===== src/rtl/wb_arb_pkg.sv =====
// -----------------------------------------------------------------------------
// wb_arb_pkg
// Shared types and constants for the two-master Wishbone arbiter.
//   arb_state_t        : arbiter FSM encoding (IDLE, GNT0, GNT1, ABORT)
//   TIMEOUT_CYCLES_DEF : default stall budget before a cycle is aborted
//   TIMER_W            : width of the stall timer (covers budgets up to 1023)
//   TCNT_W             : width of the saturating abort counter
// -----------------------------------------------------------------------------
package wb_arb_pkg;

  typedef enum logic [1:0] {
    IDLE  = 2'd0,
    GNT0  = 2'd1,
    GNT1  = 2'd2,
    ABORT = 2'd3
  } arb_state_t;

  localparam int TIMEOUT_CYCLES_DEF = 255;
  localparam int TIMER_W            = 10;
  localparam int TCNT_W             = 8;

endpackage


===== src/rtl/rr_arb2.sv =====
// -----------------------------------------------------------------------------
// rr_arb2
// Two-requester round-robin grant decision (purely combinational).
//   req[1:0]   : request per master
//   last_grant : index of the master granted most recently
//   gnt[1:0]   : one-hot grant, all zero when nobody requests
// On a tie the master that was not granted last wins.
// -----------------------------------------------------------------------------
module rr_arb2 (
  input  logic [1:0] req,
  input  logic       last_grant,
  output logic [1:0] gnt
);

  always_comb begin
    gnt = req;
    if (req == 2'b11) begin
      gnt = last_grant ? 2'b01 : 2'b10;
    end
  end

endmodule


===== src/rtl/wb_arbiter.sv =====
// -----------------------------------------------------------------------------
// wb_arbiter
// Arbitrates two Wishbone masters (m0: host port, m1: key loader) onto one
// interconnect master port, with round-robin tie breaking and a stall timeout.
//   clk_i, rst          : clock, synchronous active-high reset
//   m0_wb_*, m1_wb_*    : master-side request inputs / response outputs
//   s_wb_*              : forwarded request / returned response
//   timeout_cnt_o       : saturating count of aborted cycles
// A granted master is connected combinationally to s_wb_*; the other master
// sees an all-zero response until it wins a later arbitration. A cycle that
// stalls for TIMEOUT_CYCLES strobe cycles without ack is aborted: the bus is
// released and the owner gets a one-cycle err in the first ABORT cycle.
// -----------------------------------------------------------------------------
module wb_arbiter
  import wb_arb_pkg::*;
#(
  parameter int TIMEOUT_CYCLES = TIMEOUT_CYCLES_DEF
) (
  input  logic        clk_i,
  input  logic        rst,
  // master 0
  input  logic [31:0] m0_wb_dat_i,
  input  logic [31:0] m0_wb_adr_i,
  input  logic [3:0]  m0_wb_sel_i,
  input  logic        m0_wb_we_i,
  input  logic        m0_wb_cyc_i,
  input  logic        m0_wb_stb_i,
  output logic [31:0] m0_wb_dat_o,
  output logic        m0_wb_ack_o,
  output logic        m0_wb_err_o,
  // master 1
  input  logic [31:0] m1_wb_dat_i,
  input  logic [31:0] m1_wb_adr_i,
  input  logic [3:0]  m1_wb_sel_i,
  input  logic        m1_wb_we_i,
  input  logic        m1_wb_cyc_i,
  input  logic        m1_wb_stb_i,
  output logic [31:0] m1_wb_dat_o,
  output logic        m1_wb_ack_o,
  output logic        m1_wb_err_o,
  // interconnect side
  output logic [31:0] s_wb_dat_o,
  output logic [31:0] s_wb_adr_o,
  output logic [3:0]  s_wb_sel_o,
  output logic        s_wb_we_o,
  output logic        s_wb_cyc_o,
  output logic        s_wb_stb_o,
  input  logic [31:0] s_wb_dat_i,
  input  logic        s_wb_ack_i,
  // status
  output logic [7:0]  timeout_cnt_o
);

  localparam logic [TIMER_W-1:0] TIMER_LIMIT = TIMER_W'(TIMEOUT_CYCLES - 1);

  arb_state_t          state_q, state_d;
  logic                last_grant_q, last_grant_d;
  logic [TIMER_W-1:0]  timer_q, timer_d;
  logic [TCNT_W-1:0]   tcnt_q, tcnt_d;
  logic                err_pend_q, err_pend_d;   // set only for the first ABORT cycle
  logic                abort_mst_q, abort_mst_d; // master whose cycle was aborted

  logic [1:0] req;
  logic [1:0] gnt;
  logic       cur_mst;
  logic       cur_cyc;
  logic       cur_stb;

  assign req = {m1_wb_cyc_i & m1_wb_stb_i, m0_wb_cyc_i & m0_wb_stb_i};

  rr_arb2 u_rr_arb2 (
    .req        (req),
    .last_grant (last_grant_q),
    .gnt        (gnt)
  );

  // Next-state logic
  always_comb begin
    state_d      = state_q;
    last_grant_d = last_grant_q;
    timer_d      = '0;
    tcnt_d       = tcnt_q;
    err_pend_d   = 1'b0;
    abort_mst_d  = abort_mst_q;
    cur_mst      = (state_q == GNT1);
    cur_cyc      = cur_mst ? m1_wb_cyc_i : m0_wb_cyc_i;
    cur_stb      = cur_mst ? m1_wb_stb_i : m0_wb_stb_i;

    unique case (state_q)
      IDLE: begin
        if (gnt[0]) begin
          state_d = GNT0;
        end else if (gnt[1]) begin
          state_d = GNT1;
        end
      end

      GNT0, GNT1: begin
        if (!cur_cyc) begin
          state_d      = IDLE;
          last_grant_d = cur_mst;
        end else if (cur_stb && !s_wb_ack_i) begin
          // An ack in the expiry cycle keeps this branch from being taken,
          // so the completing transfer always beats the abort.
          if (timer_q == TIMER_LIMIT) begin
            state_d     = ABORT;
            err_pend_d  = 1'b1;
            abort_mst_d = cur_mst;
            if (tcnt_q != {TCNT_W{1'b1}}) begin
              tcnt_d = tcnt_q + 1'b1;
            end
          end else begin
            timer_d = timer_q + 1'b1;
          end
        end
      end

      ABORT: begin
        // Wait for the aborted master to close its cycle before rearbitrating.
        if (!(abort_mst_q ? m1_wb_cyc_i : m0_wb_cyc_i)) begin
          state_d      = IDLE;
          last_grant_d = abort_mst_q;
        end
      end

      default: state_d = IDLE;
    endcase
  end

  always_ff @(posedge clk_i) begin
    if (rst) begin
      state_q      <= IDLE;
      last_grant_q <= 1'b1;
      timer_q      <= '0;
      tcnt_q       <= '0;
      err_pend_q   <= 1'b0;
      abort_mst_q  <= 1'b0;
    end else begin
      state_q      <= state_d;
      last_grant_q <= last_grant_d;
      timer_q      <= timer_d;
      tcnt_q       <= tcnt_d;
      err_pend_q   <= err_pend_d;
      abort_mst_q  <= abort_mst_d;
    end
  end

  // Output routing. Gating with rst keeps a slave ack that lands during a
  // reset cycle from reaching either master.
  always_comb begin
    s_wb_dat_o  = '0;
    s_wb_adr_o  = '0;
    s_wb_sel_o  = '0;
    s_wb_we_o   = 1'b0;
    s_wb_cyc_o  = 1'b0;
    s_wb_stb_o  = 1'b0;
    m0_wb_dat_o = '0;
    m0_wb_ack_o = 1'b0;
    m0_wb_err_o = 1'b0;
    m1_wb_dat_o = '0;
    m1_wb_ack_o = 1'b0;
    m1_wb_err_o = 1'b0;

    if (!rst) begin
      unique case (state_q)
        GNT0: begin
          s_wb_dat_o  = m0_wb_dat_i;
          s_wb_adr_o  = m0_wb_adr_i;
          s_wb_sel_o  = m0_wb_sel_i;
          s_wb_we_o   = m0_wb_we_i;
          s_wb_cyc_o  = m0_wb_cyc_i;
          s_wb_stb_o  = m0_wb_stb_i;
          m0_wb_dat_o = s_wb_dat_i;
          m0_wb_ack_o = s_wb_ack_i;
        end
        GNT1: begin
          s_wb_dat_o  = m1_wb_dat_i;
          s_wb_adr_o  = m1_wb_adr_i;
          s_wb_sel_o  = m1_wb_sel_i;
          s_wb_we_o   = m1_wb_we_i;
          s_wb_cyc_o  = m1_wb_cyc_i;
          s_wb_stb_o  = m1_wb_stb_i;
          m1_wb_dat_o = s_wb_dat_i;
          m1_wb_ack_o = s_wb_ack_i;
        end
        ABORT: begin
          m0_wb_err_o = err_pend_q & ~abort_mst_q;
          m1_wb_err_o = err_pend_q &  abort_mst_q;
        end
        default: ;
      endcase
    end
  end

  assign timeout_cnt_o = tcnt_q;

endmodule


===== config.mk =====
export PLATFORM = sky130hd
export DESIGN_NAME = wb_arbiter
export DESIGN_NICKNAME = d
export VERILOG_FILES = /design/src/rtl/wb_arb_pkg.sv /design/src/rtl/rr_arb2.sv /design/src/rtl/wb_arbiter.sv
export SDC_FILE = /design/constraint.sdc
export NUM_CORES = 1
export LEC_CHECK = 0
export BUFFER_PORTS_ARGS = -buffer_cell sky130_fd_sc_hd__buf_2
export CAP_MARGIN = 20
export CORE_AREA = 2 2 125 127
export CTS_BUF_LIST = sky130_fd_sc_hd__clkbuf_16
export DETAILED_ROUTE_END_ITERATION = 6
export DIE_AREA = 0 0 127 129
export PLACE_DENSITY = 0.57
export SLEW_MARGIN = 20
export SYNTH_ARGS = -nofsm -noshare
export SYNTH_HDL_FRONTEND = slang
export SYNTH_HIERARCHICAL = 1
export SYNTH_SLANG_ARGS = --single-unit

===== constraint.sdc =====
create_clock -name clk_i -period 2.4 [get_ports clk_i]
set_input_delay 0.48 -clock clk_i [delete_from_list [all_inputs] [get_ports clk_i]]
set_output_delay 0.48 -clock clk_i [all_outputs]
set_load 0.01 [all_outputs]

==> results of run 1 <==
[cell families (layout without fill, tap and decap cells)]
kind of cell             Yosys count  count (layout)
AND/OR/NAND/NOR                  196             196
AO/OA/AOI/OAI                     91              91
flip-flops                        23              23
multiplexers                       6               6
buffers and inverters             40             341
adder cells (fa/ha/maj)            8               8
XOR/XNOR                          11              11
[power by group]
group	switching, mW	leakage [nW]	internal (mW)	total, mW
registers	0.0148	0.186	0.402	0.417
clock network	0.136	0.0423	0.223	0.358
logic	0.986	2.17	0.717	1.70
[path summary, 6_finish.rpt]
kind	startpoint	end	slack [ns]	cells past startpoint
setup reg to reg	state_q[0]	timeout_cnt_o[7]	0.33	7
setup / recovery	state_q[0]	s_wb_dat_o[21]	0.09	6
hold / removal	timer_q[0]	timer_q[0]	0.47	1
hold reg to reg	timer_q[0]	timer_q[0]	0.47	1
[cell type report]
class / instances / area share [%]
multi-input cells: 312 / 43.3
repair buffers: 331 / 38.8
flip-flops and latches: 23 / 10.3
well taps: 188 / 5.27
clock buffers: 3 / 1.68
inverters: 6 / 0.505
clock inverters: 1 / 0.0841
[registers in the layout, summed over array words and instances, names as in the netlist]
name,flops
timer_q,10
timeout_cnt_o,8
state_q,2
abort_mst_q,1
err_pend_q,1
last_grant_q,1
[cell usage in the layout, fill, tap and decap left out, drive strengths merged, types with 2 or more instances in the layout]
cell and n:
xor2 9, o21ai 4, nor2b 2, nand4 3
buf 330, or3 3, and3 4, xnor2 2
and2 68, a2bb2oi 2, ha 8, a22oi 71
a211oi 3, dfxtp 23, nand2 6, a21boi 2
a21oi 4, clkbuf 4, nand3 11, mux2i 5
inv 7, nor2 91, o211ai 2
[per-stage QoR]
step	area [µm²]	util, %	power, mW
2_1_floorplan	2540	-	1.45
3_3_place_gp	4360	29.1	2.09
3_5_place_dp	4360	29.1	2.09
4_1_cts	4440	29.6	2.45
5_1_grt	4460	29.8	2.67
6_report	4460	29.8	2.48
[metal layers]
| layer | vias to the layer above | wire, µm | share of wire, % |
|---|---|---|---|
| met5 | - | 0 | 0 |
| met4 | 0 | 79 | 0.64 |
| met3 | 7 | 1160 | 9.4 |
| met2 | 243 | 6020 | 49 |
| met1 | 1691 | 5050 | 41 |
| li1 | 1907 | - | - |
==> flow_summary.json, run 1 <==
{
  "hold_class": "flop to flop",
  "die_x_um": 127,
  "ir_drop_mv": 0.337,
  "place_ws_ns": 0.330,
  "power.density_mw_per_mm2": 555,
  "synth-xor-area-share_pct": 3.79,
  "ant_nets": 0,
  "cp_num_buf_inv": 3,
  "synth_top_family_by_area": "simple AND/OR/NAND/NOR gates",
  "synthTopCellsByCount": "nor2_1 (91), a22oi_1 (71), and2_1 (68), clkbuf_1 (30), dfxtp_1 (23)",
  "cts_resized": 0,
  "crit_chain": "inv_1 -> ha_2 -> buf_12 -> a22oi_1 -> nor2_1 -> buf_2",
  "viasPerCell": 4.45,
  "clock_sinks": 23,
  "synth.distinct_cells": 38,
  "maxCapViolCount": 0,
  "clock_latency_ns": 0.26,
  "groute.usage.overall_pct": 12.7,
  "fin_crit_ns": 2.31,
  "n_antenna_cell": 0,
  "final.setup.tns_ns": 0,
  "clockBufferDepth": 2,
  "synth_compound_area_share_pct": 26.4,
  "port_buffers": 323,
  "grt_pass1_wl_um": 16900,
  "synthMuxAreaShare_pct": 2.56,
  "synth-simple-area-share_pct": 39.2,
  "htreeDepth": 1,
  "synthAdderAreaFrac_pct": 3.94,
  "critPathRequiredTime_ns": 1.92,
  "regArea_um2": 460,
  "cts_buffers": 3,
  "fill_cells": 1633,
  "fin_cells": 864,
  "holdBufCountCts": 0,
  "synth_warnings": 6,
  "gr-usage-met3_pct": 2.29,
  "dieArea_mm2": 0.0164,
  "critPathKind": "flop to primary output",
  "crit_path_max_fanout": 69,
  "grt_use_met2_pct": 22.4,
  "post_cts_buffers": 0,
  "multiInputGateArea_mm2": 0.00193,
  "ys_seq_area_share_pct": 18.1,
  "antenna_found_initial": 0,
  "power.leakage_nw": 2.40,
  "finalSetupViolations": 0,
  "first_pass_iters": 5,
  "hold_viol": 0,
  "synth.top_cell.area_share_pct": 21.0,
  "synth-seq-cells": 23,
  "drive_above_1_share_pct": 50.4,
  "status": "completed",
  "finalClockSkew_ns": 0.00418,
  "routedWlPerCell_um": 14.2,
  "syn_inst": 375,
  "async_reset_ff_share_pct": 0,
  "clock-root-buffer": "clkbuf_16",
  "drv_slew": 0,
  "initial_core_util_pct": 17.0,
  "routed_wirelength_um": 12300,
  "syn_area_mm2": 0.00254,
  "core-area_mm2": 0.0150,
  "ys.flop_type": "dfxtp_1",
  "tightest_slew_ns": 0.332,
  "critPathLaunchType": "flop",
  "slew_headroom_pct": 77.9,
  "hold-worst-slack_ns": 0.471,
  "yosysTopAreaCell": "a22oi_1",
  "rsz0062_at_grt": "yes",
  "num_rows": 45,
  "die_h_um": 129,
  "cp.arrival_ns": 1.83,
  "max_stage_delay_ns": 0.32,
  "cts_tree": "yes",
  "area_growth_pct": 75.7,
  "worst_slack_ns": 0.0938,
  "cpMaxStageDelayCell": "dfxtp_1",
  "ys_top_cells_by_area": "a22oi_1 (21%), dfxtp_1 (18%), and2_1 (17%)",
  "end_kind": "primary output",
  "grt_busiest_layer": "met2",
  "timing.fmax_mhz": 434,
  "clkSlewWorstSetupHoldPaths_ns": 0.06,
  "fin_nets": 862,
  "fin_crit_sh_pct": 96.1,
  "hpwl_um": 10000,
  "place.gp.congestion": 0.797,
  "grt_max_degree": 72,
  "synth_nets": 560,
  "grt_overflow_total": 0,
  "critPathTopFamily": "buffers and inverters",
  "yosysMostFrequentCell": "nor2_1",
  "synth-edff-count": 0,
  "placed_cells": 859,
  "drcViolationCount": 0,
  "dr.first_iter.drc_count": 248,
  "vias": 3848,
  "grtUsageMet1_pct": 16.6,
  "avgSynthCellArea_um2": 6.77,
  "io_pins": 324,
  "first_global_vias": 3323
}
Power figures use the tool's default switching activity.
==> inputs of run 2 (changes only) <==
Settings changed: GPL_TIMING_DRIVEN from default to 0.
==> run 2 against run 1 <==
Net effect:
- total power is 5.5% higher
- critical path depth did not move
- sequential power increased by 2%
- final cell count is 2.7% higher
- utilization rose by 0.86 points
- count of clock-buffer cells in the layout unchanged
- largest power group unchanged
- sequential share of layout area shrank 0.26 points
- largest cell class unchanged
- die area unchanged
- combinational power is 8% higher
==> flow_summary.json, run 2 (synthesized netlist as in run 1, its figures left out) <==
{
  "status": "completed",
  "ant_nets": 0,
  "largest_reg_flops": 10,
  "dpl_cell_area_mm2": 0.00439,
  "groute.usage.overall_pct": 13.7,
  "power.density_mw_per_mm2": 569,
  "rsz0062_at_grt": "yes",
  "design_area_mm2": 0.00459,
  "fill_cells": 1665,
  "num_rows": 45,
  "tightest_slew_ns": 0.592,
  "layout_common_cells": "buf_2 (325), nor2_1 (91), and2_1 (68)",
  "ir_drop_mv": 0.223,
  "port_buffers": 322,
  "fin_crit_ns": 2.33,
  "drive_above_1_share_pct": 52.9,
  "grt_pass1_wl_um": 17900,
  "end_kind": "primary output",
  "antenna_found_initial": 0,
  "cts_buffers": 3,
  "dr.first_iter.drc_count": 248,
  "power.leakage_nw": 2.47,
  "post_cts_buffers": 0,
  "dieArea_mm2": 0.0164,
  "routedWlPerCell_um": 14.8,
  "cpMaxStageDelayCell": "clkbuf_1",
  "final_common_cell": "buf_2",
  "cts_tree": "yes",
  "grt_max_degree": 14,
  "hpwl_um": 11000,
  "die_h_um": 129,
  "drv_slew": 0,
  "vias": 3949,
  "top_register": "timer_q",
  "first_global_vias": 3422,
  "critPathRequiredTime_ns": 1.92,
  "viasPerCell": 4.45,
  "clock-root-buffer": "clkbuf_16",
  "first_pass_iters": 4,
  "die_x_um": 127,
  "clock_sinks": 23,
  "hold_class": "flop to flop",
  "area_growth_pct": 80.8,
  "hold_viol": 0,
  "critPathTopFamily": "buffers and inverters",
  "cp.arrival_ns": 1.85,
  "place.gp.congestion": 0.842,
  "crit_chain": "inv_2 -> ha_4 -> clkbuf_1 -> a22oi_1 -> nor2_1 -> buf_2",
  "finalSetupViolations": 0,
  "n_antenna_cell": 0,
  "htreeDepth": 1,
  "initial_core_util_pct": 17.0,
  "maxCapViolCount": 0,
  "core-area_mm2": 0.0150,
  "routed_wirelength_um": 13100,
  "critPathLaunchType": "flop",
  "crit_path_max_fanout": 10,
  "place_ws_ns": -0.505,
  "slew_headroom_pct": 60.5,
  "critPathKind": "flop to primary output",
  "cp_num_buf_inv": 3,
  "power_mw": 2.61,
  "finalClockSkew_ns": 0.00224,
  "placed_cells": 885,
  "drcViolationCount": 0,
  "fin_nets": 885,
  "timing.fmax_mhz": 428,
  "fin_cells": 887,
  "worst_slack_ns": 0.0652,
  "grt_overflow_total": 0,
  "io_pins": 324,
  "clkSlewWorstSetupHoldPaths_ns": 0.06,
  "clockBufferDepth": 2,
  "max_stage_delay_ns": 0.37,
  "holdBufCountCts": 0,
  "fin_crit_sh_pct": 97.3,
  "clock_latency_ns": 0.26
}
-- run 2: layout make-up --
cell class	instances	area (µm²)	share of cell area, %
multi-input combinational	312	2010	43.7
timing repair buffer	322	1610	35.1
sequential	23	462	10.1
tap	188	235	5.12
buffer	32	174	3.79
clock buffer	3	75.1	1.63
inverter	6	22.5	0.490
clock inverter	1	5.00	0.109
-- run 2: where the power goes --
part,switching (mW),internal (mW),total (mW)
Sequential,0.0232,0.403,0.426
Clock,0.136,0.224,0.360
Combinational,1.06,0.772,1.83
-- run 2: worst paths after layout --
kind | start | to | slack [ns] | cells after the start
worst max-delay path | state_q[1] | s_wb_dat_o[21] | 0.07 | 6
worst max register to register | state_q[0] | timeout_cnt_o[5] | 0.41 | 7
worst min register to register | timer_q[0] | timer_q[0] | 0.48 | 1
worst min-delay path | timer_q[0] | timer_q[0] | 0.48 | 1
-- run 2: routing by layer --
| metal | vias up | wire (µm) | global-route usage (%) |
|---|---|---|---|
| li1 | 1958 | - | - |
| met1 | 1758 | 5340 | 17.5 |
| met2 | 229 | 6510 | 25.1 |
| met3 | 4 | 1170 | 1.70 |
| met4 | 0 | 65 | 1.94 |
| met5 | - | 0 | 0 |
-- run 2: per-stage QoR --
step	setup TNS (ns)	hold slack, ns	util (%)
after global placement	-26.27	0.457	29.3
after global routing	-0.0287	0.508	30.7
after detailed placement	-25.15	0.462	29.3
final	0	0.480	30.7
after CTS	0	0.476	30.5
after floorplan	0	0.437	-
-- run 2: repair_timing --
| action | CTS | global route |
|---|---|---|
| endpoints found under the hold margin | 0 | 0 |
| pin swaps | 1 | 0 |
| gates resized for setup | 41 | 13 |
| setup endpoints to repair | 134 | 87 |
==> inputs of run 3 (changes only) <==
Clock period 2.4 ns to 2.48 ns, I/O delays scaled along.
==> run 3 against run 2 <==
Net effect:
- design area fell by 0.65%
- combinational power is 5% lower
- clock skew about the same
- via count shrank 0.15%
- count of clock-buffer cells in the layout is the same
==> flow_summary.json, run 3 (synthesized netlist as in run 1, its figures left out) <==
{
  "status": "completed",
  "finalClockSkew_ns": 0.00223,
  "internal_power_mw": 1.33,
  "power_frac_seq_pct": 16.4,
  "hold-worst-slack_ns": 0.478,
  "placed_cells": 885,
  "hold_viol": 0,
  "p_clk_share_pct": 14.1,
  "tightest_slew_ns": 0.546,
  "fin_cells": 887,
  "cts_tree": "yes",
  "fin_crit_sh_pct": 97.3,
  "final_common_cell": "buf_2",
  "fin_nets": 885,
  "num_rows": 45,
  "dieArea_mm2": 0.0164,
  "first_global_vias": 3421,
  "rsz0062_at_grt": "yes",
  "grt_pass1_wl_um": 17900,
  "hpwl_um": 11000,
  "clkSlewWorstSetupHoldPaths_ns": 0.06,
  "crit_start": "state_q[0]",
  "dr.first_iter.drc_count": 235,
  "vias": 3943,
  "ir_drop_mv": 0.204,
  "critPathRequiredTime_ns": 1.98,
  "clock-root-buffer": "clkbuf_16",
  "drcViolationCount": 0,
  "r2r-start": "state_q[0]",
  "power.density_mw_per_mm2": 545,
  "clock_latency_ns": 0.26,
  "drv_slew": 0,
  "end_kind": "primary output",
  "switching_power_mw": 1.16,
  "critPathLaunchType": "flop",
  "grt_overflow_total": 0,
  "routedWlPerCell_um": 14.7,
  "antenna_found_initial": 0,
  "timing.fmax_mhz": 414,
  "n_antenna_cell": 0,
  "routed_wirelength_um": 13000,
  "io_pins": 324,
  "holdCritStartpoint": "timer_q[0]",
  "p_comb_share_pct": 69.5,
  "finalSetupViolations": 0,
  "first_pass_iters": 5,
  "drive_above_1_share_pct": 52.5,
  "cp.arrival_ns": 1.92,
  "area_growth_pct": 79.6,
  "place.gp.congestion": 0.842,
  "die_h_um": 129,
  "port_buffers": 322,
  "power.leakage_nw": 2.46,
  "viasPerCell": 4.45,
  "maxCapViolCount": 0,
  "cts_buffers": 3,
  "initial_core_util_pct": 17.0,
  "layout_common_cells": "buf_2 (326), nor2_1 (91), and2_1 (68)",
  "ant_nets": 0,
  "hold_class": "flop to flop",
  "core-area_mm2": 0.0150,
  "grt_max_degree": 14,
  "largest_reg_flops": 10,
  "clockBufferDepth": 2,
  "clock_sinks": 23,
  "p_sw_share_pct": 46.7,
  "groute.usage.overall_pct": 13.7,
  "fin_crit_ns": 2.41,
  "crit_path_max_fanout": 10,
  "htreeDepth": 1,
  "top_register": "timer_q",
  "critPathKind": "flop to primary output",
  "holdBufCountCts": 0,
  "slew_headroom_pct": 63.6,
  "die_x_um": 127
}
==> run 3: worst max-delay path, cell delays in order (launching register included) <==
cell      delay [ns]
dfxtp_2         0.34
inv_1           0.12
ha_2            0.28
buf_4           0.22
clkbuf_4        0.22
a22oi_1         0.10
nor2_1          0.19
buf_2           0.17
==> run 3: stage by stage <==
stage	TNS [ns]	util, %	setup slack, ns	power, mW	area (µm²)
2_1_floorplan	0	-	0.474	1.41	2540
3_3_place_gp	-20.76	29.3	-0.412	2.06	4390
3_5_place_dp	-19.42	29.3	-0.441	2.06	4390
4_1_cts	-0.124	30.3	-0.0318	2.48	4530
5_1_grt	-0.134	30.5	-0.0371	2.69	4560
6_report	0	30.5	0.0670	2.49	4560
==> run 3: power by group through the flow <==
stage / clock (mW) / sequential (mW) / combinational [mW]
floorplan: 0 / 0.408 / 0.999
global route: 0.378 / 0.412 / 1.90
CTS: 0.357 / 0.406 / 1.72
global placement: 0 / 0.412 / 1.65
finish: 0.350 / 0.408 / 1.73
detailed placement: 0 / 0.411 / 1.65
==> run 3: area by class of cell <==
cell class	instances	area [µm²]
plain buffers	32	166
repair buffers	322	1610
flip-flops and latches	23	462
clock inverters	1	5.00
clock buffers	3	75.1
well taps	188	235
inverters	6	22.5
multi-input cells	312	1980
fillers	1675	10400
==> run 3: worst paths after layout <==
path,to,slack [ns],depth (start not counted)
min reg2reg,timer_q[0],0.48,1
max reg2reg,timeout_cnt_o[7],0.44,7
min,timer_q[0],0.48,1
max,s_wb_dat_o[3],0.07,7
==> run 3: routing by layer <==
metal / up-vias / track usage (%) / share of wire [%]
met3: 4 / 1.70 / 9.1
li1: 1957 / - / -
met5: - / 0 / 0
met1: 1760 / 17.5 / 41
met2: 222 / 25.1 / 50
met4: 0 / 1.94 / 0.50
==> run 3: repair_timing <==
action / CTS / global route
resized for setup: 30 / 28
pin swaps: 0 / 0
setup buffers: 0 / 0
setup endpoints to repair: 134 / 130
gates cloned: 0 / 0
